[config.mk]
export PLATFORM = sky130hd
export DESIGN_NAME = writeback_arbiter_flat
export DESIGN_NICKNAME = d
export VERILOG_FILES = /design/src/rtl/writeback_arbiter_if.sv /design/src/rtl/writeback_arbiter.sv /design/src/flat_wrapper.sv
export SDC_FILE = /design/constraint.sdc
export NUM_CORES = 1
export LEC_CHECK = 0
export CORE_ASPECT_RATIO = 2
export CORE_UTILIZATION = 36
export CTS_CLUSTER_DIAMETER = 150
export DETAILED_ROUTE_END_ITERATION = 8
export PLACE_DENSITY = 0.84
export SETUP_SLACK_MARGIN = 0.3
export SLEW_MARGIN = 30
export SYNTH_ARGS = -nofsm -noshare
export SYNTH_HDL_FRONTEND = slang
export SYNTH_SLANG_ARGS = --single-unit
[constraint.sdc]
create_clock -name clk_i -period 4.06 [get_ports clk_i]
set_clock_uncertainty 0.05 [all_clocks]
set_input_delay 0.812 -clock clk_i [delete_from_list [all_inputs] [get_ports clk_i]]
set_output_delay 0.812 -clock clk_i [all_outputs]
set_load 0.005 [all_outputs]
[src/rtl/writeback_arbiter_if.sv]
// Write-back arbiter bus bundle.
// Carries the producer result handshake (valid/rd/data in, ready out), the
// pipeline hold input, the registered register-file write port, the
// registered grant copy and the combinational back-pressure flag.
//   slave  : arbiter side
//   master : producer / pipeline-controller side
interface writeback_arbiter_if #(
  parameter int NUM_REQ    = 4,
  parameter int DATA_WIDTH = 32,
  parameter int ADDR_WIDTH = 5
);
  logic [NUM_REQ-1:0]            req_valid_i;
  logic [NUM_REQ*ADDR_WIDTH-1:0] req_rd_i;
  logic [NUM_REQ*DATA_WIDTH-1:0] req_data_i;
  logic [NUM_REQ-1:0]            req_ready_o;
  logic                          stall_i;
  logic                          reg_write_wb_o;
  logic [ADDR_WIDTH-1:0]         reg_rd_wb_o;
  logic [DATA_WIDTH-1:0]         reg_rd_data_wb_o;
  logic [NUM_REQ-1:0]            wb_grant_o;
  logic                          stall_writeback_o;

  modport slave (
    input  req_valid_i, req_rd_i, req_data_i, stall_i,
    output req_ready_o, reg_write_wb_o, reg_rd_wb_o, reg_rd_data_wb_o,
           wb_grant_o, stall_writeback_o
  );

  modport master (
    output req_valid_i, req_rd_i, req_data_i, stall_i,
    input  req_ready_o, reg_write_wb_o, reg_rd_wb_o, reg_rd_data_wb_o,
           wb_grant_o, stall_writeback_o
  );
endinterface

[src/rtl/writeback_arbiter.sv]
// Round-robin arbiter for the single register-file write-back port.
// Ports:
//   clk_i : clock, rising edge
//   rst_i : synchronous active-high reset
//   bus   : writeback_arbiter_if.slave
//     req_valid_i/req_rd_i/req_data_i : per-producer result (ALU=0, CSR=1,
//                                       MUL/DIV=2, LSU=3 by default)
//     req_ready_o       : combinational one-hot grant (zero when stalled)
//     stall_i           : pipeline hold, blocks new grants only
//     reg_*_wb_o        : registered write port, one cycle after the grant
//     wb_grant_o        : registered copy of the grant behind the output
//     stall_writeback_o : some valid producer was not granted this cycle
module writeback_arbiter #(
  parameter int NUM_REQ    = 4,
  parameter int DATA_WIDTH = 32,
  parameter int ADDR_WIDTH = 5
) (
  input  logic                clk_i,
  input  logic                rst_i,
  writeback_arbiter_if.slave  bus
);
  localparam int PW = (NUM_REQ > 1) ? $clog2(NUM_REQ) : 1;

  typedef struct packed {
    logic                  we;
    logic [ADDR_WIDTH-1:0] rd;
    logic [DATA_WIDTH-1:0] data;
    logic [NUM_REQ-1:0]    grant;
  } wb_t;

  // Flat slice layout matches a packed array, so lanes view it directly.
  logic [NUM_REQ-1:0][ADDR_WIDTH-1:0] rd_a;
  logic [NUM_REQ-1:0][DATA_WIDTH-1:0] data_a;
  assign rd_a   = bus.req_rd_i;
  assign data_a = bus.req_data_i;

  logic [PW-1:0]         ptr, ptr_nxt, gnt_idx;
  logic [PW:0]           idx;
  logic                  found;
  logic [NUM_REQ-1:0]    grant;
  logic [ADDR_WIDTH-1:0] sel_rd;
  logic [DATA_WIDTH-1:0] sel_data;
  wb_t                   wb_q;

  // Scan from the pointer; the extra idx bit absorbs ptr+i before the wrap.
  always_comb begin
    grant   = '0;
    gnt_idx = '0;
    found   = 1'b0;
    idx     = '0;
    if (!bus.stall_i) begin
      for (int i = 0; i < NUM_REQ; i++) begin
        idx = {1'b0, ptr} + (PW+1)'(i);
        if (idx >= (PW+1)'(NUM_REQ)) idx = idx - (PW+1)'(NUM_REQ);
        if (!found && bus.req_valid_i[idx[PW-1:0]]) begin
          found                = 1'b1;
          grant[idx[PW-1:0]]   = 1'b1;
          gnt_idx              = idx[PW-1:0];
        end
      end
    end
  end

  // One-hot AND-OR mux of the winning lane.
  always_comb begin
    sel_rd   = '0;
    sel_data = '0;
    for (int k = 0; k < NUM_REQ; k++) begin
      if (grant[k]) begin
        sel_rd   = sel_rd   | rd_a[k];
        sel_data = sel_data | data_a[k];
      end
    end
  end

  assign ptr_nxt = (gnt_idx == PW'(NUM_REQ-1)) ? '0 : gnt_idx + 1'b1;

  // A grant seen during reset is dropped: the register is cleared instead.
  always_ff @(posedge clk_i) begin
    if (rst_i) begin
      ptr  <= '0;
      wb_q <= '0;
    end else begin
      // x0 is consumed but never written.
      wb_q.we    <= found && (sel_rd != '0);
      wb_q.grant <= grant;
      if (found) begin
        wb_q.rd   <= sel_rd;
        wb_q.data <= sel_data;
        ptr       <= ptr_nxt;
      end
    end
  end

  assign bus.req_ready_o       = grant;
  assign bus.stall_writeback_o = |(bus.req_valid_i & ~grant);
  assign bus.reg_write_wb_o    = wb_q.we;
  assign bus.reg_rd_wb_o       = wb_q.rd;
  assign bus.reg_rd_data_wb_o  = wb_q.data;
  assign bus.wb_grant_o        = wb_q.grant;
endmodule

[src/flat_wrapper.sv]
// flat-port wrapper written by rule: the top's interface ports become plain ports
module writeback_arbiter_flat 
#(
  parameter int NUM_REQ    = 4,
  parameter int DATA_WIDTH = 32,
  parameter int ADDR_WIDTH = 5
)
  (clk_i, rst_i, bus_req_valid_i, bus_req_rd_i, bus_req_data_i, bus_stall_i, bus_req_ready_o, bus_reg_write_wb_o, bus_reg_rd_wb_o, bus_reg_rd_data_wb_o, bus_wb_grant_o, bus_stall_writeback_o);
  writeback_arbiter_if #(.NUM_REQ(NUM_REQ), .DATA_WIDTH(DATA_WIDTH), .ADDR_WIDTH(ADDR_WIDTH)) bus_i ();
  input  logic clk_i;
  input  logic rst_i;
  input wire logic [$bits(bus_i.req_valid_i)-1:0] bus_req_valid_i;
  input wire logic [$bits(bus_i.req_rd_i)-1:0] bus_req_rd_i;
  input wire logic [$bits(bus_i.req_data_i)-1:0] bus_req_data_i;
  input wire logic [$bits(bus_i.stall_i)-1:0] bus_stall_i;
  output wire logic [$bits(bus_i.req_ready_o)-1:0] bus_req_ready_o;
  output wire logic [$bits(bus_i.reg_write_wb_o)-1:0] bus_reg_write_wb_o;
  output wire logic [$bits(bus_i.reg_rd_wb_o)-1:0] bus_reg_rd_wb_o;
  output wire logic [$bits(bus_i.reg_rd_data_wb_o)-1:0] bus_reg_rd_data_wb_o;
  output wire logic [$bits(bus_i.wb_grant_o)-1:0] bus_wb_grant_o;
  output wire logic [$bits(bus_i.stall_writeback_o)-1:0] bus_stall_writeback_o;
  assign bus_i.req_valid_i = bus_req_valid_i;
  assign bus_i.req_rd_i = bus_req_rd_i;
  assign bus_i.req_data_i = bus_req_data_i;
  assign bus_i.stall_i = bus_stall_i;
  assign bus_req_ready_o = bus_i.req_ready_o;
  assign bus_reg_write_wb_o = bus_i.reg_write_wb_o;
  assign bus_reg_rd_wb_o = bus_i.reg_rd_wb_o;
  assign bus_reg_rd_data_wb_o = bus_i.reg_rd_data_wb_o;
  assign bus_wb_grant_o = bus_i.wb_grant_o;
  assign bus_stall_writeback_o = bus_i.stall_writeback_o;
  writeback_arbiter #(.NUM_REQ(NUM_REQ), .DATA_WIDTH(DATA_WIDTH), .ADDR_WIDTH(ADDR_WIDTH)) u_core (.clk_i(clk_i), .rst_i(rst_i), .bus(bus_i));
endmodule
After elaboration in Yosys (flattened, before gate mapping). Index checks and enable logic that the tools add are counted.

Word-level logic and storage cells: 104. Output and inout bits: 47. Bits of input ports: 155. Register bits: 44.

Eq/ne operators: 1. Reductions and logical operators: 13. Multiplexer cells: 54. Magnitude comparators: 12. Bitwise operators: 11. Add/subtract/negate cells: 8.

Operator list (number): 32-bit 2-to-1 mux (4); 32-bit bitwise OR (3); 4-bit 2-to-1 mux (8); 2-bit 2-to-1 mux (14); 5-bit 2-to-1 mux (4); 1-bit 2-to-1 mux (16); 5-bit bitwise OR (3); 2-bit by 3-bit < comparator with 1-bit output, second input constant (4); 4-bit bitwise OR (3); 3-bit >= comparator, second input constant (3); 1-bit binary-select mux with 2-bit select (4); 1-bit demux with 2-bit select (4); 2-bit by 1-bit >= comparator with 1-bit output, second input constant (4); 1-bit logical AND (8); 2-bit by 1-bit subtractor with 2-bit output, second input constant (4); 2-bit by 2-bit adder with 3-bit output, second input constant (2); 5-bit nonzero test (1); 4-bit AND (1); 4-bit NOT (1); 4-bit OR reduction (1); 2-bit by 1-bit adder with 3-bit output, second input constant (1); 2-bit by 3-bit >= comparator with 1-bit output, second input constant (1); 1-bit zero test (3); 2-bit by 1-bit adder with 2-bit output, second input constant (1); 2-bit equality test, second input constant (1).

Longest topological paths before layout.
Depth in word-level cells: 28. Depth in mapped cells: 13. Gate-level depth less buffers: 9.

Worst setup path before layout. Ideal clock, no wire load.

Path type: reg-to-output. Start point: register u_core.ptr[0]. End point: output port bus_stall_writeback_o. Path slack: 0.225 ns. Stages on the path, launching flop included: 14. Data required time: 3.198 ns. Arrival: 2.973 ns. Buffers on the path: 4. Cell sequence: dfxtp_1 buf_6 clkbuf_1 inv_1 ha_1 clkbuf_1 nor4b_1 a22oi_1 nand2_1 nand2_1 a21oi_2 buf_2 inv_2 a221o_1.

Cells in the longest elaborated chain, start to end: 22. Elaborated cells between the ends (all ways): 73. Those cells by class: add/sub (7); order compare (12); mux (38); bitwise (5); reduce/logical (11).

Ends and longest elaborated chain: start: declaration (line writeback_arbiter.sv:37) `logic [PW-1:0] ptr, ptr_nxt, gnt_idx;`; start signal: assignment (line writeback_arbiter.sv:90) `ptr <= ptr_nxt;`; parallel branches: the longest is 17 deep, another holds 2-bit by 1-bit adder with 3-bit output; 4-bit 2-to-1 mux * (line writeback_arbiter.sv:55) `if (!found && bus.req_valid_i[idx[PW-1:0]]) begin`; 4-bit 2-to-1 mux * (line writeback_arbiter.sv:51) `if (!bus.stall_i) begin`; named net bus_req_ready_o[2] (line flat_wrapper.sv:16) `output wire logic [$bits(bus_i.req_ready_o)-1:0] bus_req_ready_o;`; 4-bit NOT * (line writeback_arbiter.sv:96) `assign bus.stall_writeback_o = |(bus.req_valid_i & ~grant);`; 4-bit AND * (line writeback_arbiter.sv:96); 4-bit OR reduction * (line writeback_arbiter.sv:96); end: declaration (line flat_wrapper.sv:21) `output wire logic [$bits(bus_i.stall_writeback_o)-1:0] bus_stall_writeback_o;`.

Mark *: on every way through the listed nets, which the timed path passes. The select of a mux whose other input is x is not followed.

Worst setup path in the final report.
Start point: input port bus_req_valid_i[3]. End point: output port bus_req_ready_o[1].

Cells in the longest elaborated chain, start to end: 16. Elaborated cells between the ends (all ways): 31. Those cells by class: mux (22); bitwise (3); reduce/logical (6).

Ends and longest elaborated chain: start: declaration (line flat_wrapper.sv:12) `input wire logic [$bits(bus_i.req_valid_i)-1:0] bus_req_valid_i;`; 1-bit binary-select mux with 2-bit select (line writeback_arbiter.sv:55); 1-bit 2-to-1 mux (implied by the code) (line writeback_arbiter.sv:55); 1-bit 2-to-1 mux (line writeback_arbiter.sv:55); 1-bit 2-to-1 mux (line writeback_arbiter.sv:51); 1-bit zero test (line writeback_arbiter.sv:55); 1-bit logical AND (line writeback_arbiter.sv:55); 1-bit 2-to-1 mux (line writeback_arbiter.sv:55); 1-bit 2-to-1 mux (line writeback_arbiter.sv:51); 1-bit zero test (line writeback_arbiter.sv:55); 1-bit logical AND (line writeback_arbiter.sv:55); 1-bit 2-to-1 mux (line writeback_arbiter.sv:55); 1-bit 2-to-1 mux (line writeback_arbiter.sv:51); 1-bit zero test (line writeback_arbiter.sv:55); 1-bit logical AND (line writeback_arbiter.sv:55); 4-bit 2-to-1 mux * (line writeback_arbiter.sv:55); 4-bit 2-to-1 mux * (line writeback_arbiter.sv:51); end: declaration (line flat_wrapper.sv:16).

Every way passes the cells marked *; elsewhere a longest branch is shown, timed or not. The select of a mux whose other input is x is not followed.

==> flow_summary.yaml <==
outcome:
  result_of_the_run: "complete, no violations"
setup_path:
  reg2regPathDepth: 12
  cp_max_fo: 9
  worstPathArrival_ns: 2.82
  worstPathCellList: "clkdlybuf4s15_2, buf_4, mux2_2, a22o_1, a211o_1, o21ai_1, a21oi_2, buf_4, buf_4, dlygate4sd2_1"
  crit-reg2reg-launch: "u_core.ptr[0]$_SDFFE_PP0P_"
  required_ns: 3.20
  critical_path_depth: 10
  setup.worst_path.class: "input port to primary output"
  timing.critical_path.buf_inv: 5
  critical_path.top_delay_family: "buffers and inverters"
  slowest_delay_ns: 0.31
  worstReg2RegEnd: "u_core.bus.reg_write_wb_o$_SDFF_PP0_"
  cp-start-kind: "input port"
  timing.critical_path.mode_cell: "sky130_fd_sc_hd__buf_4"
  slowest_stage: "sky130_fd_sc_hd__a211o_1"
  setup.reg_to_reg.worst_slack_ns: 0.96
  worst_setup_ep_type: "primary output"
pwr:
  sequentialPowerShare_pct: 28.0
  peakVddDrop_v: 0.000239
  total_leakage_power_nw: 2.10
  power.combinational.fraction_pct: 46.9
  p_int_w: 0.00124
  power.total_w: 0.00182
  power_frac_clock_pct: 25.0
  p_switching_w: 0.000581
  power_density_mw_per_mm2: 329
  sw_frac_of_total_pct: 32.0
grt:
  antenna_found_initial: 0
  largest_net_degree_at_the_start_of_global_routing: 45
  global_route.overflow_total: 0
  global_route_wire_length_before_repair_um: 19700
  first_global_vias: 4075
  global_route.usage.total_pct: 29.5
synthesis:
  ys_ff_latch: 44
  synthDistinctLibCells: 48
  synth_top_cells_by_area: "sky130_fd_sc_hd__dfxtp_1 29%, sky130_fd_sc_hd__a221oi_1 10%, sky130_fd_sc_hd__a211oi_1 9.7%"
  synth.avg_cell_area_sq_um: 8.36
  synthArstFlopShare_pct: 0
  synth_top_flop_cell: "sky130_fd_sc_hd__dfxtp_1"
  synthDominantCellAreaShare_pct: 29.3
  total_number_of_yosys_warnings: 0
  netlist_area_sq_mm: 0.00301
  yosys.cell_count.top_type: "sky130_fd_sc_hd__dfxtp_1"
  seq_area_frac_synth_pct: 29.3
  netlist_top_cells_count: "44 x sky130_fd_sc_hd__dfxtp_1, 42 x sky130_fd_sc_hd__nor2_1, 39 x sky130_fd_sc_hd__a211oi_1, 39 x sky130_fd_sc_hd__a22oi_1, 36 x sky130_fd_sc_hd__a221oi_1"
  syn_nets: 523
  synth_enable_flop_cells: 0
  synth_area_leader_cell: "sky130_fd_sc_hd__dfxtp_1"
  synthesis.instances: 360
worst_hold_path:
  min_path_cells: 2
  hold_path.class: "flip-flop to flip-flop"
  hold_path.startpoint: "u_core.bus.reg_rd_wb_o[0]$_SDFFE_PP0P_"
  worst_hold_path.endpoint: "u_core.bus.reg_rd_wb_o[0]$_SDFFE_PP0P_"
cts:
  tritoncts: "built"
  clk_transition_reported_paths_ns: 0.06
  worstSkewPairLatency_ns: 0.28
  h-tree-depth: 2
  clock_sinks: 44
  cts_hold_repair.buffers: 0
  cts_made_buffers: 5
  cts_root_buffer: "sky130_fd_sc_hd__clkbuf_16"
  clock_path_buffers: 2
cells_and_area:
  share_of_cells_above_drive_strength_1_pct: 13.3
  synthToLayoutAreaGrowth_pct: 83.5
  postLayoutCellArea_sq_mm: 0.00552
  final_antenna_diode_count: 0
  finish.net_count: 742
routing:
  wirelength_um: 13000
  drt_pass1_iterations: 5
  final_routed_wire_length_divided_by_cell_count_um: 19.2
  vias_per_cell: 5.98
  antenna_left: 0
  post-route-drc-count: 0
  route.vias.total: 4040
  drt_first_iter_violations: 333
timing:
  post-route-period-util_pct: 90.6
  rsz0062_at_grt: "no"
  min_tclk_post_route_ns: 3.68
  final_critical_path_setup_slack_ns: 0.383
  timing.final.max_slew_violations: 0
  finalSetupTns_ns: 0
  max_slew.worst_pin.slew_ns: 0.862
  timing.fmax_ghz: 0.272
  hold_violations: 0
  max-slew-margin-rel_pct: 42.5
  report.final.setup_viol: 0
  fin_worst_hold_slack_ns: 0.419
placed_design:
  detailedPlace.worstSlack_ns: -0.248
  buffer_ports.inserted: 201
  post-dp-hpwl_um: 9970
  place_congestion: 0.952
  post_dp_cell_area_sq_mm: 0.00533
die:
  initial_utilization_pct: 37.6
  core_sq_mm: 0.00800
  die_width_um: 66.7
  die_area_sq_mm: 0.00875
  die-height_um: 131
  fp-row-count: 46
  ios: 202
job:
  cap_viol_max_count: 0
## registers in the layout (all words and copies together) (netlist names)
register,flops
u_core.bus.reg_write_wb_o,1
u_core.bus.reg_rd_data_wb_o,32
u_core.bus.wb_grant_o,4
u_core.bus.reg_rd_wb_o,5
u_core.ptr,2
## logic make-up (layout without fill, tap and decap cells)
logic type               Yosys count  count (layout)  synth area share, %
buffers and inverters             44             264                 6.15
adder cells (fa/ha/maj)            8               8                 3.33
AND/OR/NAND/NOR                   97              97                 15.7
multiplexers                       9               9                 4.36
AO/OA/AOI/OAI                    157             157                 40.9
XOR/XNOR                           1               1                0.291
flip-flops                        44              44                 29.3
## cell type report
class | instances | area, sq um
timing repair buffer | 246 | 2330
tap | 96 | 120
fill | 648 | 2480
multi-input combinational | 272 | 1990
inverter | 10 | 37.5
sequential | 44 | 881
clock inverter | 2 | 35.0
clock buffer | 6 | 129
## timing repair
action	4_1_cts	5_1_grt
pin swaps	4	3
resized for setup	22	8
setup endpoints to repair	5	2
buffers inserted	1	0
## cell usage in the layout, fill, tap and decap left out, drive strengths merged, types with 3 or more instances in the layout
master,instances
inv,10
o22ai,3
a21oi,15
buf,48
nand2,16
dfxtp,44
dlygate4sd2,3
nor3,5
mux2,3
mux4,3
ha,8
a22oi,39
a221oi,36
nor2b,13
a22o,6
nor2,42
mux2i,3
and2,6
clkbuf,7
a211oi,39
nor3b,3
clkdlybuf4s50,191
## through the flow
step | util [%] | instances
5_1_grt | 69.0 | 676
3_3_place_gp | 66.6 | 667
6_report | 69.0 | 676
4_1_cts | 68.8 | 676
2_1_floorplan | - | 360
3_5_place_dp | 66.6 | 667
## layer usage
layer / GRT usage [%] / vias to the layer above / part of all wire, %
met4: 18.8 / 0 / 6.5
met2: 53.6 / 227 / 54
met5: 0 / - / 0
met1: 28.8 / 1889 / 33
li1: - / 1864 / -
met3: 5.12 / 60 / 6.0
## how the worst max path moves through the flow
stage	slack, ns	endpoint	start
2_1_floorplan	0.35	bus_stall_writeback_o	u_core.ptr[0]$_SDFFE_PP0P_
3_3_place_gp	-0.22	bus_stall_writeback_o	bus_req_valid_i[1]
3_5_place_dp	-0.25	bus_stall_writeback_o	bus_req_valid_i[2]
4_1_cts	0.28	bus_stall_writeback_o	u_core.ptr[0]$_SDFFE_PP0P_
5_1_grt	0.32	bus_stall_writeback_o	bus_req_valid_i[0]
6_report	0.38	bus_req_ready_o[1]	bus_req_valid_i[3]
## power groups by stage
| stage | Sequential, W | Clock [W] | Combinational [W] |
|---|---|---|---|
| 2_1_floorplan | 0.000525 | 0 | 0.000372 |
| 3_3_place_gp | 0.000517 | 0 | 0.000815 |
| 3_5_place_dp | 0.000519 | 0 | 0.000829 |
| 4_1_cts | 0.000510 | 0.000465 | 0.000833 |
| 5_1_grt | 0.000516 | 0.000480 | 0.000909 |
| 6_report | 0.000510 | 0.000455 | 0.000853 |
## tightest hold or removal path: cells and delay by family (launching register included)
kind / cells / cell delay (ns)
AO/OA/AOI/OAI: 1 / 0.06
flip-flops: 1 / 0.31
AND/OR/NAND/NOR: 1 / 0.05
Power figures use the tool's default switching activity.
